==> config.mk <==
export PLATFORM = sky130hd
export DESIGN_NAME = hdmi_i2c_txn
export DESIGN_NICKNAME = d
export VERILOG_FILES = /design/src/rtl/hdmi_i2c_pkg.sv /design/src/rtl/hdmi_i2c_watchdog.sv /design/src/rtl/hdmi_i2c_txn.sv
export SDC_FILE = /design/constraint.sdc
export NUM_CORES = 1
export LEC_CHECK = 0
export CAP_MARGIN = 20
export CORE_MARGIN = 2
export CORE_UTILIZATION = 40
export DETAILED_ROUTE_END_ITERATION = 16
export PLACE_DENSITY = 0.65
export SYNTH_ARGS = -nofsm -noshare
export SYNTH_HDL_FRONTEND = slang
export SYNTH_HIERARCHICAL = 1
export SYNTH_SLANG_ARGS = --single-unit
==> constraint.sdc <==
create_clock -name clk -period 6.5 [get_ports clk]
set_input_delay 1.95 -clock clk [delete_from_list [all_inputs] [get_ports clk]]
set_output_delay 1.95 -clock clk [all_outputs]
set_load 0.005 [all_outputs]
==> src/rtl/hdmi_i2c_pkg.sv <==
// rtl/hdmi_i2c_pkg.sv - shared states, response codes and byte-controller command encodings
package hdmi_i2c_pkg;

  typedef enum logic [2:0] {
    IDLE, ADDR, REG, WDATA, RADDR, RDATA, ERRSTOP, RESP
  } state_t;

  localparam logic [1:0] ERR_OK      = 2'd0;
  localparam logic [1:0] ERR_NACK    = 2'd1;
  localparam logic [1:0] ERR_ARB     = 2'd2;
  localparam logic [1:0] ERR_TIMEOUT = 2'd3;

  // Command bit order: {start, stop, read, write, ack}
  localparam logic [4:0] CMD_NONE        = 5'b00000;
  localparam logic [4:0] CMD_START_WRITE = 5'b10010;
  localparam logic [4:0] CMD_WRITE       = 5'b00010;
  localparam logic [4:0] CMD_WRITE_STOP  = 5'b01010;
  localparam logic [4:0] CMD_READ_NACK   = 5'b01101;
  localparam logic [4:0] CMD_STOP        = 5'b01000;

  function automatic logic [4:0] cmd_for(state_t s);
    case (s)
      ADDR:    cmd_for = CMD_START_WRITE;
      REG:     cmd_for = CMD_WRITE;
      WDATA:   cmd_for = CMD_WRITE_STOP;
      RADDR:   cmd_for = CMD_START_WRITE;
      RDATA:   cmd_for = CMD_READ_NACK;
      ERRSTOP: cmd_for = CMD_STOP;
      default: cmd_for = CMD_NONE;
    endcase
  endfunction

endpackage

==> src/rtl/hdmi_i2c_watchdog.sv <==
// rtl/hdmi_i2c_watchdog.sv - per-command cycle counter; expired flags the last allowed cycle
module hdmi_i2c_watchdog #(
  parameter logic [15:0] LIMIT = 16'd50000
) (
  input  logic clk,
  input  logic reset,
  input  logic clear,
  input  logic enable,
  output logic expired
);

  logic [15:0] count;

  always_ff @(posedge clk) begin
    if (reset || clear) begin
      count <= 16'd0;
    end else if (enable && count != 16'hFFFF) begin
      count <= count + 16'd1;
    end
  end

  // Count is 0 in the first cycle a command is visible, so this fires in cycle LIMIT-1
  assign expired = enable && (count == LIMIT - 16'd1);

endmodule

==> src/rtl/hdmi_i2c_txn.sv <==
// rtl/hdmi_i2c_txn.sv - I2C register read/write sequencer; I2C_RETRY_EN enables NACK retries
module hdmi_i2c_txn
  import hdmi_i2c_pkg::*;
#(
  parameter logic [15:0] TIMEOUT_CYCLES = 16'd50000,
  parameter int          RETRY_MAX      = 2
) (
  input  logic       clk,
  input  logic       reset,
  input  logic       req_valid,
  output logic       req_ready,
  input  logic       req_rd,
  input  logic [7:0] req_dev,
  input  logic [7:0] req_reg,
  input  logic [7:0] req_wdata,
  output logic       rsp_valid,
  output logic [1:0] rsp_err,
  output logic [7:0] rsp_rdata,
  output logic       i2c_start,
  output logic       i2c_stop,
  output logic       i2c_read,
  output logic       i2c_write,
  output logic       i2c_ack_out,
  output logic [7:0] i2c_din,
  input  logic       i2c_done,
  input  logic       i2c_ack_in,
  input  logic       i2c_al,
  input  logic [7:0] i2c_dout
);

  state_t     state_q, state_d;
  logic       issued_q, issued_d;
  logic [4:0] cmd_q, cmd_d;
  logic [7:0] din_q, din_d, din_sel;
  logic [1:0] err_q, err_d;
  logic [7:0] rdata_q, rdata_d;
  logic       rd_q, rd_d;
  logic [6:0] dev_q, dev_d;
  logic [7:0] reg_q, reg_d;
  logic [7:0] wdata_q, wdata_d;
  logic       expired;
`ifdef I2C_RETRY_EN
  logic [3:0] retry_q, retry_d;
`endif

  hdmi_i2c_watchdog #(.LIMIT(TIMEOUT_CYCLES)) u_watchdog (
    .clk     (clk),
    .reset   (reset),
    .clear   (!issued_q),
    .enable  (issued_q),
    .expired (expired)
  );

  always_ff @(posedge clk) begin
    if (reset) begin
      state_q  <= IDLE;
      issued_q <= 1'b0;
      cmd_q    <= CMD_NONE;
      din_q    <= 8'd0;
      err_q    <= ERR_OK;
      rdata_q  <= 8'd0;
      rd_q     <= 1'b0;
      dev_q    <= 7'd0;
      reg_q    <= 8'd0;
      wdata_q  <= 8'd0;
`ifdef I2C_RETRY_EN
      retry_q  <= 4'd0;
`endif
    end else begin
      state_q  <= state_d;
      issued_q <= issued_d;
      cmd_q    <= cmd_d;
      din_q    <= din_d;
      err_q    <= err_d;
      rdata_q  <= rdata_d;
      rd_q     <= rd_d;
      dev_q    <= dev_d;
      reg_q    <= reg_d;
      wdata_q  <= wdata_d;
`ifdef I2C_RETRY_EN
      retry_q  <= retry_d;
`endif
    end
  end

  always_comb begin
    din_sel = 8'd0;
    case (state_q)
      ADDR:    din_sel = {dev_q, 1'b0};
      REG:     din_sel = reg_q;
      WDATA:   din_sel = wdata_q;
      RADDR:   din_sel = {dev_q, 1'b1};
      default: din_sel = 8'd0;
    endcase
  end

  // issued_q splits each command state into an issue cycle and a wait-for-ack phase;
  // the cycle after ack is always a cleared (all-zero) cycle before the next issue.
  always_comb begin
    state_d  = state_q;
    issued_d = issued_q;
    cmd_d    = cmd_q;
    din_d    = din_q;
    err_d    = err_q;
    rdata_d  = rdata_q;
    rd_d     = rd_q;
    dev_d    = dev_q;
    reg_d    = reg_q;
    wdata_d  = wdata_q;
`ifdef I2C_RETRY_EN
    retry_d  = retry_q;
`endif
    case (state_q)
      IDLE: begin
        if (req_valid) begin
          rd_d     = req_rd;
          dev_d    = req_dev[7:1];
          reg_d    = req_reg;
          wdata_d  = req_wdata;
          err_d    = ERR_OK;
          issued_d = 1'b0;
          state_d  = ADDR;
`ifdef I2C_RETRY_EN
          retry_d  = 4'd0;
`endif
        end
      end
      RESP: state_d = IDLE;
      default: begin
        if (i2c_al) begin
          cmd_d    = CMD_NONE;
          din_d    = 8'd0;
          issued_d = 1'b0;
          err_d    = ERR_ARB;
          state_d  = RESP;
        end else if (!issued_q) begin
          cmd_d    = cmd_for(state_q);
          din_d    = din_sel;
          issued_d = 1'b1;
        end else if (i2c_done) begin
          cmd_d    = CMD_NONE;
          din_d    = 8'd0;
          issued_d = 1'b0;
          case (state_q)
            ADDR:  state_d = i2c_ack_in ? ERRSTOP : REG;
            REG:   state_d = i2c_ack_in ? ERRSTOP : (rd_q ? RADDR : WDATA);
            RADDR: state_d = i2c_ack_in ? ERRSTOP : RDATA;
            WDATA: begin
              err_d   = i2c_ack_in ? ERR_NACK : ERR_OK;
              state_d = RESP;
            end
            RDATA: begin
              rdata_d = i2c_dout;
              err_d   = ERR_OK;
              state_d = RESP;
            end
            ERRSTOP: begin
`ifdef I2C_RETRY_EN
              if (int'(retry_q) < RETRY_MAX) begin
                retry_d = retry_q + 4'd1;
                state_d = ADDR;
              end else begin
                err_d   = ERR_NACK;
                state_d = RESP;
              end
`else
              err_d   = ERR_NACK;
              state_d = RESP;
`endif
            end
            default: state_d = IDLE;
          endcase
        end else if (expired) begin
          cmd_d    = CMD_NONE;
          din_d    = 8'd0;
          issued_d = 1'b0;
          err_d    = ERR_TIMEOUT;
          state_d  = RESP;
        end
      end
    endcase
  end

  assign req_ready   = (state_q == IDLE);
  assign rsp_valid   = (state_q == RESP);
  assign rsp_err     = err_q;
  assign rsp_rdata   = rdata_q;
  assign i2c_start   = cmd_q[4];
  assign i2c_stop    = cmd_q[3];
  assign i2c_read    = cmd_q[2];
  assign i2c_write   = cmd_q[1];
  assign i2c_ack_out = cmd_q[0];
  assign i2c_din     = din_q;

endmodule

==> impl_metrics.tcl, run 1 <==
set metrics [dict create \
    status "finished clean" \
    clkSlewWorstSetupHoldPaths_ns 0.08 \
    synth.net_count 410 \
    worstSkewPairLatency_ns 0.34 \
    drt_wl_total_um 7410 \
    cts_sinks 66 \
    post_cts_buffers 0 \
    rsz0062_at_grt "no" \
    path_depth 3 \
    hold_buffers 0 \
    clock_path_buffers 2 \
    synth_edf_count 0 \
    grt_pass1_vias 2645 \
    timing.final.crit_period_ns 4.22 \
    hold_class "register to register" \
    antenna_found_initial 0 \
    numCtsBuffers 9 \
    vias_per_cell 5.31 \
    cp_cell_sequence "nand3_1 -> inv_1 -> clkdlybuf4s50_1" \
    worstRegToRegCells 5 \
    cap_violations 0 \
    slowest_delay_ns 0.93 \
    cp_max_fo 20 \
    drv_slew 0 \
    fin_crit_sh 0.649 \
    timing.rr.start "state_q[0]" \
    critPathArrivalTime_ns 2.27 \
    port_buffers 62 \
    firstDrtPassIters 4 \
    via_count 2791 \
    power.total_mw 1.04 \
    dieArea_um2 8340 \
    grt_overflow 0 \
    dieWidth_um 91.3 \
    seq_area_frac_synth 0.433 \
    synth_ff_type "dfxtp_1" \
    ant_nets 0 \
    root_buffer "clkbuf_8" \
    die_h_um 91.3 \
    hold_violations 0 \
    grt_usage 0.186 \
    p_leak_nw 1.35 \
    drcViolationCount 0 \
    start_util 0.416 \
    worst_slew_pin_slew_ns 0.975 \
    dp_cells 510 \
    crit_family "flip-flops" \
    first_iter_violations 127 \
    synth_area_um2 3050 \
    syn_avg_cell_area_um2 8.24 \
    coreArea_um2 7330 \
    crit_path_end_kind "output pin" \
    setup_tns_ns 0 \
    syn_inst 370 \
    crit_slowest_cell "dfxtp_1" \
    nNetsFinal 462 \
    synthDistinctLibCells 54 \
    place.detailed.hpwl_um 5090 \
    wl_per_cell_um 14.1 \
    cp-endpoint "rsp_valid" \
    grt_max_degree 55 \
    htreeDepth 3 \
    critPathBufInv 2 \
    cts_resized 0 \
    worst-r2r-setup-slack_ns 4.19 \
    ys_ff_latch 66 \
    grt_pass1_wl_um 12600 \
    maxSlewHeadroom 0.350 \
    cts_tree "done" \
    layout.cells.most_common "dfxtp_1" \
    clock.fmax_mhz 237 \
    path_class "register to output pin" \
    place_congestion 0.829 \
    drive_gt1_frac 0.0749 \
    ir_worst_vdd_mv 0.106 \
    final-setup-viol-count 0 \
    timing.rr.end "reg_q[7]" \
    critPathRequiredTime_ns 4.55 \
    final_cell_mix "dfxtp_1 (66), nand2_1 (65), clkdlybuf4s50_1 (61), a21oi_1 (43), nor2_1 (36)" \
    yosysWarnings 6 \
    final_cells 526 \
    area_delta_synth_final_pct 29.1 \
    num_rows 31 \
    n_antenna_cell 0 \
    finClkSkew_ns 0.0112 \
    powerDensity_nw_per_um2 263 \
    synthArstFlopShare 0 \
    ios 64 \
    setup.worst_path.start "state_q[0]" \
    start_kind "register" \
]
## worst min-delay path by stage
stage	cells after the start	slack, ns	to	startpoint
after CTS	2	0.46	wdata_q[6]	wdata_q[6]
final	2	0.45	wdata_q[6]	wdata_q[6]
after floorplan	2	0.44	reg_q[0]	reg_q[0]
after global placement	2	0.44	cmd_q[3]	cmd_q[3]
after global routing	2	0.48	reg_q[3]	reg_q[3]
after detailed placement	2	0.45	dev_q[2]	dev_q[2]
## sequential cells by signal, indices dropped and copies added (netlist names)
register          count
u_watchdog/count     16
i2c_din               8
reg_q                 8
rsp_rdata             8
wdata_q               8
dev_q                 7
cmd_q                 4
state_q               3
rsp_err               2
issued_q              1
rd_q                  1
## where the power goes
group | internal [mW] | leakage [nW] | total (mW) | switching [mW]
clock network | 0.256 | 0.117 | 0.423 | 0.167
logic | 0.0746 | 0.695 | 0.161 | 0.0860
registers | 0.426 | 0.536 | 0.453 | 0.0272
total | 0.757 | 1.35 | 1.04 | 0.280
## metrics by stage
| step | util | worst slack [ns] | instance area, µm² | hold WS, ns |
|---|---|---|---|---|
| after CTS | 0.537 | 2.25 | 3940 | 0.459 |
| after global routing | 0.537 | 2.15 | 3940 | 0.477 |
| after detailed placement | 0.504 | 2.63 | 3690 | 0.449 |
| after global placement | 0.504 | 2.65 | 3690 | 0.442 |
| after floorplan | - | 3.49 | 3050 | 0.436 |
| final | 0.537 | 2.28 | 3940 | 0.453 |
## cell families after synthesis
group,Yosys count,synth area share
compound gates,96,0.195
xor+xnor,1,0.00287
fa+ha+maj,1,0.00410
buf+inv,29,0.0427
flops,66,0.433
mux,19,0.0628
simple gates,158,0.259
## metal layers
| layer | global-route usage | share of wire | vias to the layer above |
|---|---|---|---|
| li1 | - | - | 1430 |
| met1 | 0.257 | 0.50 | 1275 |
| met2 | 0.291 | 0.44 | 77 |
| met3 | 0.0274 | 0.043 | 9 |
| met4 | 0.0720 | 0.015 | 0 |
| met5 | 0 | 0 | - |
## cell type report
cell class | count | area, µm²
Sequential cell | 66 | 1320
Fill cell | 732 | 3390
Multi-Input combinational cell | 275 | 1600
Clock buffer | 10 | 128
Tap cell | 99 | 124
Timing Repair Buffer | 63 | 623
Inverter | 7 | 27.5
Clock inverter | 6 | 115
## tightest hold or removal path: cells and delay by family (launching register included)
kind	cells	cell delay, ns
AOI/OAI and AO/OA	1	0.05
and+or+nand+nor	1	0.05
DFF	1	0.31
## synth_stat cells (2+ instances only)
cell type	instances	area (µm²)
o2bb2ai_1	7	61.3
a22oi_1	10	75.1
o21bai_1	2	15.0
buf_2	7	35.0
nor2b_1	3	18.8
a21oi_1	43	215
nand2_1	65	244
nor3_1	4	20.0
nor2_1	36	135
dfxtp_1	66	1320
nor4b_1	4	35.0
o31ai_1	5	37.5
nor3b_1	2	15.0
o21ai_0	14	70.1
nand3_1	6	30.0
mux2i_1	18	180
or3_1	7	43.8
nand2b_1	2	12.5
or4_1	3	22.5
nand4_1	5	31.3
nor4_1	3	18.8
and3_1	3	18.8
inv_1	6	22.5
a21oi_2	2	17.5
or2_2	5	31.3
clkbuf_1	12	45.0
a41oi_1	2	17.5
a31oi_1	2	12.5
No activity file was read; power rests on OpenSTA's default activity.
==> inputs of run 2 (changes only) <==
--- a/config.mk
+++ b/config.mk
@@ -9,7 +9,7 @@
 export CORE_MARGIN = 2
 export CORE_UTILIZATION = 40
 export DETAILED_ROUTE_END_ITERATION = 16
-export PLACE_DENSITY = 0.65
+export PLACE_DENSITY = 0.68
 export SYNTH_ARGS = -nofsm -noshare
 export SYNTH_HDL_FRONTEND = slang
 export SYNTH_HIERARCHICAL = 1
==> constraint.sdc (replaced) <==
create_clock -name clk -period 3.6 [get_ports clk]
set_input_delay 1.08 -clock clk [delete_from_list [all_inputs] [get_ports clk]]
set_output_delay 1.08 -clock clk [all_outputs]
set_load 0.005 [all_outputs]
==> run 2 against run 1 <==
  * Setup slack worse by 1.8 ns
  * First-iteration DRC count up 24%
  * Global-route usage down 0.97 points
  * Combinational power up 86%
  * Clock power up 68%
  * Core utilization unchanged
  * Critical path depth unchanged
  * Final cell count up 0.38%
  * Critical endpoint unchanged
  * Non-clock buffer count up 2
  * Critical path type unchanged
  * Routed wire length down 1.0%
  * Register-to-register slack worse by 2.9 ns
  * Cell area unchanged
==> impl_metrics.tcl, run 2 (synthesis gave the netlist of run 1 again) <==
set metrics [dict create \
    grt_overflow 0 \
    start_util 0.416 \
    critPathBufInv 2 \
    antenna_found_initial 0 \
    top_register "u_watchdog/count" \
    cts_sinks 66 \
    grt_pass1_vias 2525 \
    hp-start "reg_q[4]" \
    htreeDepth 3 \
    powerDensity_nw_per_um2 462 \
    status "finished clean" \
    p_clk_frac 0.391 \
    switching_share 0.277 \
    worst-r2r-setup-slack_ns 1.32 \
    final-setup-viol-count 0 \
    critPathArrivalTime_ns 2.00 \
    crit_path_end_kind "output pin" \
    hold_class "register to register" \
    maxSlewHeadroom 0.468 \
    dieWidth_um 91.3 \
    timing.rr.start "issued_q" \
    n_antenna_cell 0 \
    root_buffer "clkbuf_8" \
    slowest_delay_ns 0.73 \
    critPathRequiredTime_ns 2.52 \
    nNetsFinal 464 \
    fillers 678 \
    hold_violations 0 \
    clkSlewWorstSetupHoldPaths_ns 0.08 \
    cp_max_fo 18 \
    coreArea_um2 7330 \
    port_buffers 62 \
    cts_tree "done" \
    clock.fmax_mhz 324 \
    cap_violations 0 \
    fin_crit_sh 0.856 \
    p_leak_nw 1.35 \
    whs_ns 0.456 \
    firstDrtPassIters 4 \
    dieArea_um2 8340 \
    rsz0062_at_grt "no" \
    first_iter_violations 158 \
    area_delta_synth_final_pct 29.1 \
    via_count 2807 \
    hold_buffers 0 \
    ios 64 \
    power.total_mw 1.82 \
    place.detailed.hpwl_um 5080 \
    cts_resized 0 \
    finClkSkew_ns 0.00856 \
    pwr-share-comb 0.165 \
    wl_per_cell_um 13.9 \
    p_sw_mw 0.504 \
    timing.rr.end "rsp_err[0]" \
    grt_pass1_wl_um 11900 \
    final_cell_mix "dfxtp_1 (66), nand2_1 (65), clkdlybuf4s50_1 (61), a21oi_1 (43), nor2_1 (36)" \
    sequentialPowerShare 0.445 \
    ir_worst_vdd_mv 0.205 \
    die_h_um 91.3 \
    drcViolationCount 0 \
    p_int_mw 1.31 \
    whs_endpoint "reg_q[4]" \
    clock_path_buffers 2 \
    layout.cells.most_common "dfxtp_1" \
    path_class "register to output pin" \
    start_kind "register" \
    crit_slowest_cell "dfxtp_1" \
    timing.final.crit_period_ns 3.08 \
    ant_nets 0 \
    worstSkewPairLatency_ns 0.34 \
    drt_wl_total_um 7330 \
    drv_slew 0 \
    largest_reg_flops 16 \
    worstRegToRegCells 8 \
    numCtsBuffers 9 \
    vias_per_cell 5.32 \
    cp_cell_sequence "nand3_1 -> inv_1 -> clkdlybuf4s50_1" \
    post_cts_buffers 0 \
    worst_slew_pin_slew_ns 0.795 \
    holdPathStages 2 \
    setup_tns_ns 0 \
    drive_gt1_frac 0.0816 \
    fin_util 0.537 \
    grt_max_degree 37 \
    place_congestion 0.869 \
    crit_family "flip-flops" \
    num_rows 31 \
    grt_usage 0.176 \
]
run 2: changes by cell type in the layout (fill, tap and decap cells not counted), sizes merged:
cell    before  now
clkinv       3    4
buf          2    4
bufinv       3    2
run 2: per-layer routing:
layer  wire length, µm  track usage  vias to the layer above
met5                 0            0                        -
met4               108       0.0694                        0
met3               283       0.0398                        9
met2              3290        0.276                       67
met1              3650        0.235                     1307
li1                  -            -                     1424
run 2: layout make-up:
| type | count | area, µm² | share of cell area |
|---|---|---|---|
| repair buffers | 65 | 638 | 0.162 |
| flip-flops and latches | 66 | 1320 | 0.336 |
| multi-input cells | 275 | 1600 | 0.406 |
| inverters | 7 | 27.5 | 0.00699 |
| well taps | 99 | 124 | 0.0315 |
| clock inverters | 6 | 90.1 | 0.0229 |
| clock buffers | 10 | 138 | 0.0350 |
run 2: tightest hold or removal path: stages (launching register included):
cell and delay (ns):
dfxtp_1 0.31, nand2_1 0.05, a21oi_1 0.05
run 2: worst max path at each step:
stage,startpoint,to,depth (start not counted)
floorplan,i2c_done,cmd_q[4],5
global placement,i2c_al,rsp_rdata[4],5
detailed placement,i2c_al,rsp_rdata[7],5
CTS,state_q[1],rsp_valid,3
global route,state_q[1],rsp_valid,3
finish,state_q[1],rsp_valid,3
run 2: per-stage QoR:
stage	std cells	instance area, µm²	worst slack, ns
finish	528	3940	0.517
global route	528	3940	0.413
CTS	528	3940	0.540
detailed placement	512	3710	0.723
global placement	512	3710	0.771
floorplan	370	3050	1.46
run 2: power groups by stage:
stage          clock [mW]  combinational [mW]  sequential, mW
2_1_floorplan           0               0.211           0.803
3_3_place_gp            0               0.297           0.824
3_5_place_dp            0               0.299           0.825
4_1_cts             0.722               0.300           0.808
5_1_grt             0.753               0.333           0.815
6_report            0.711               0.299           0.809
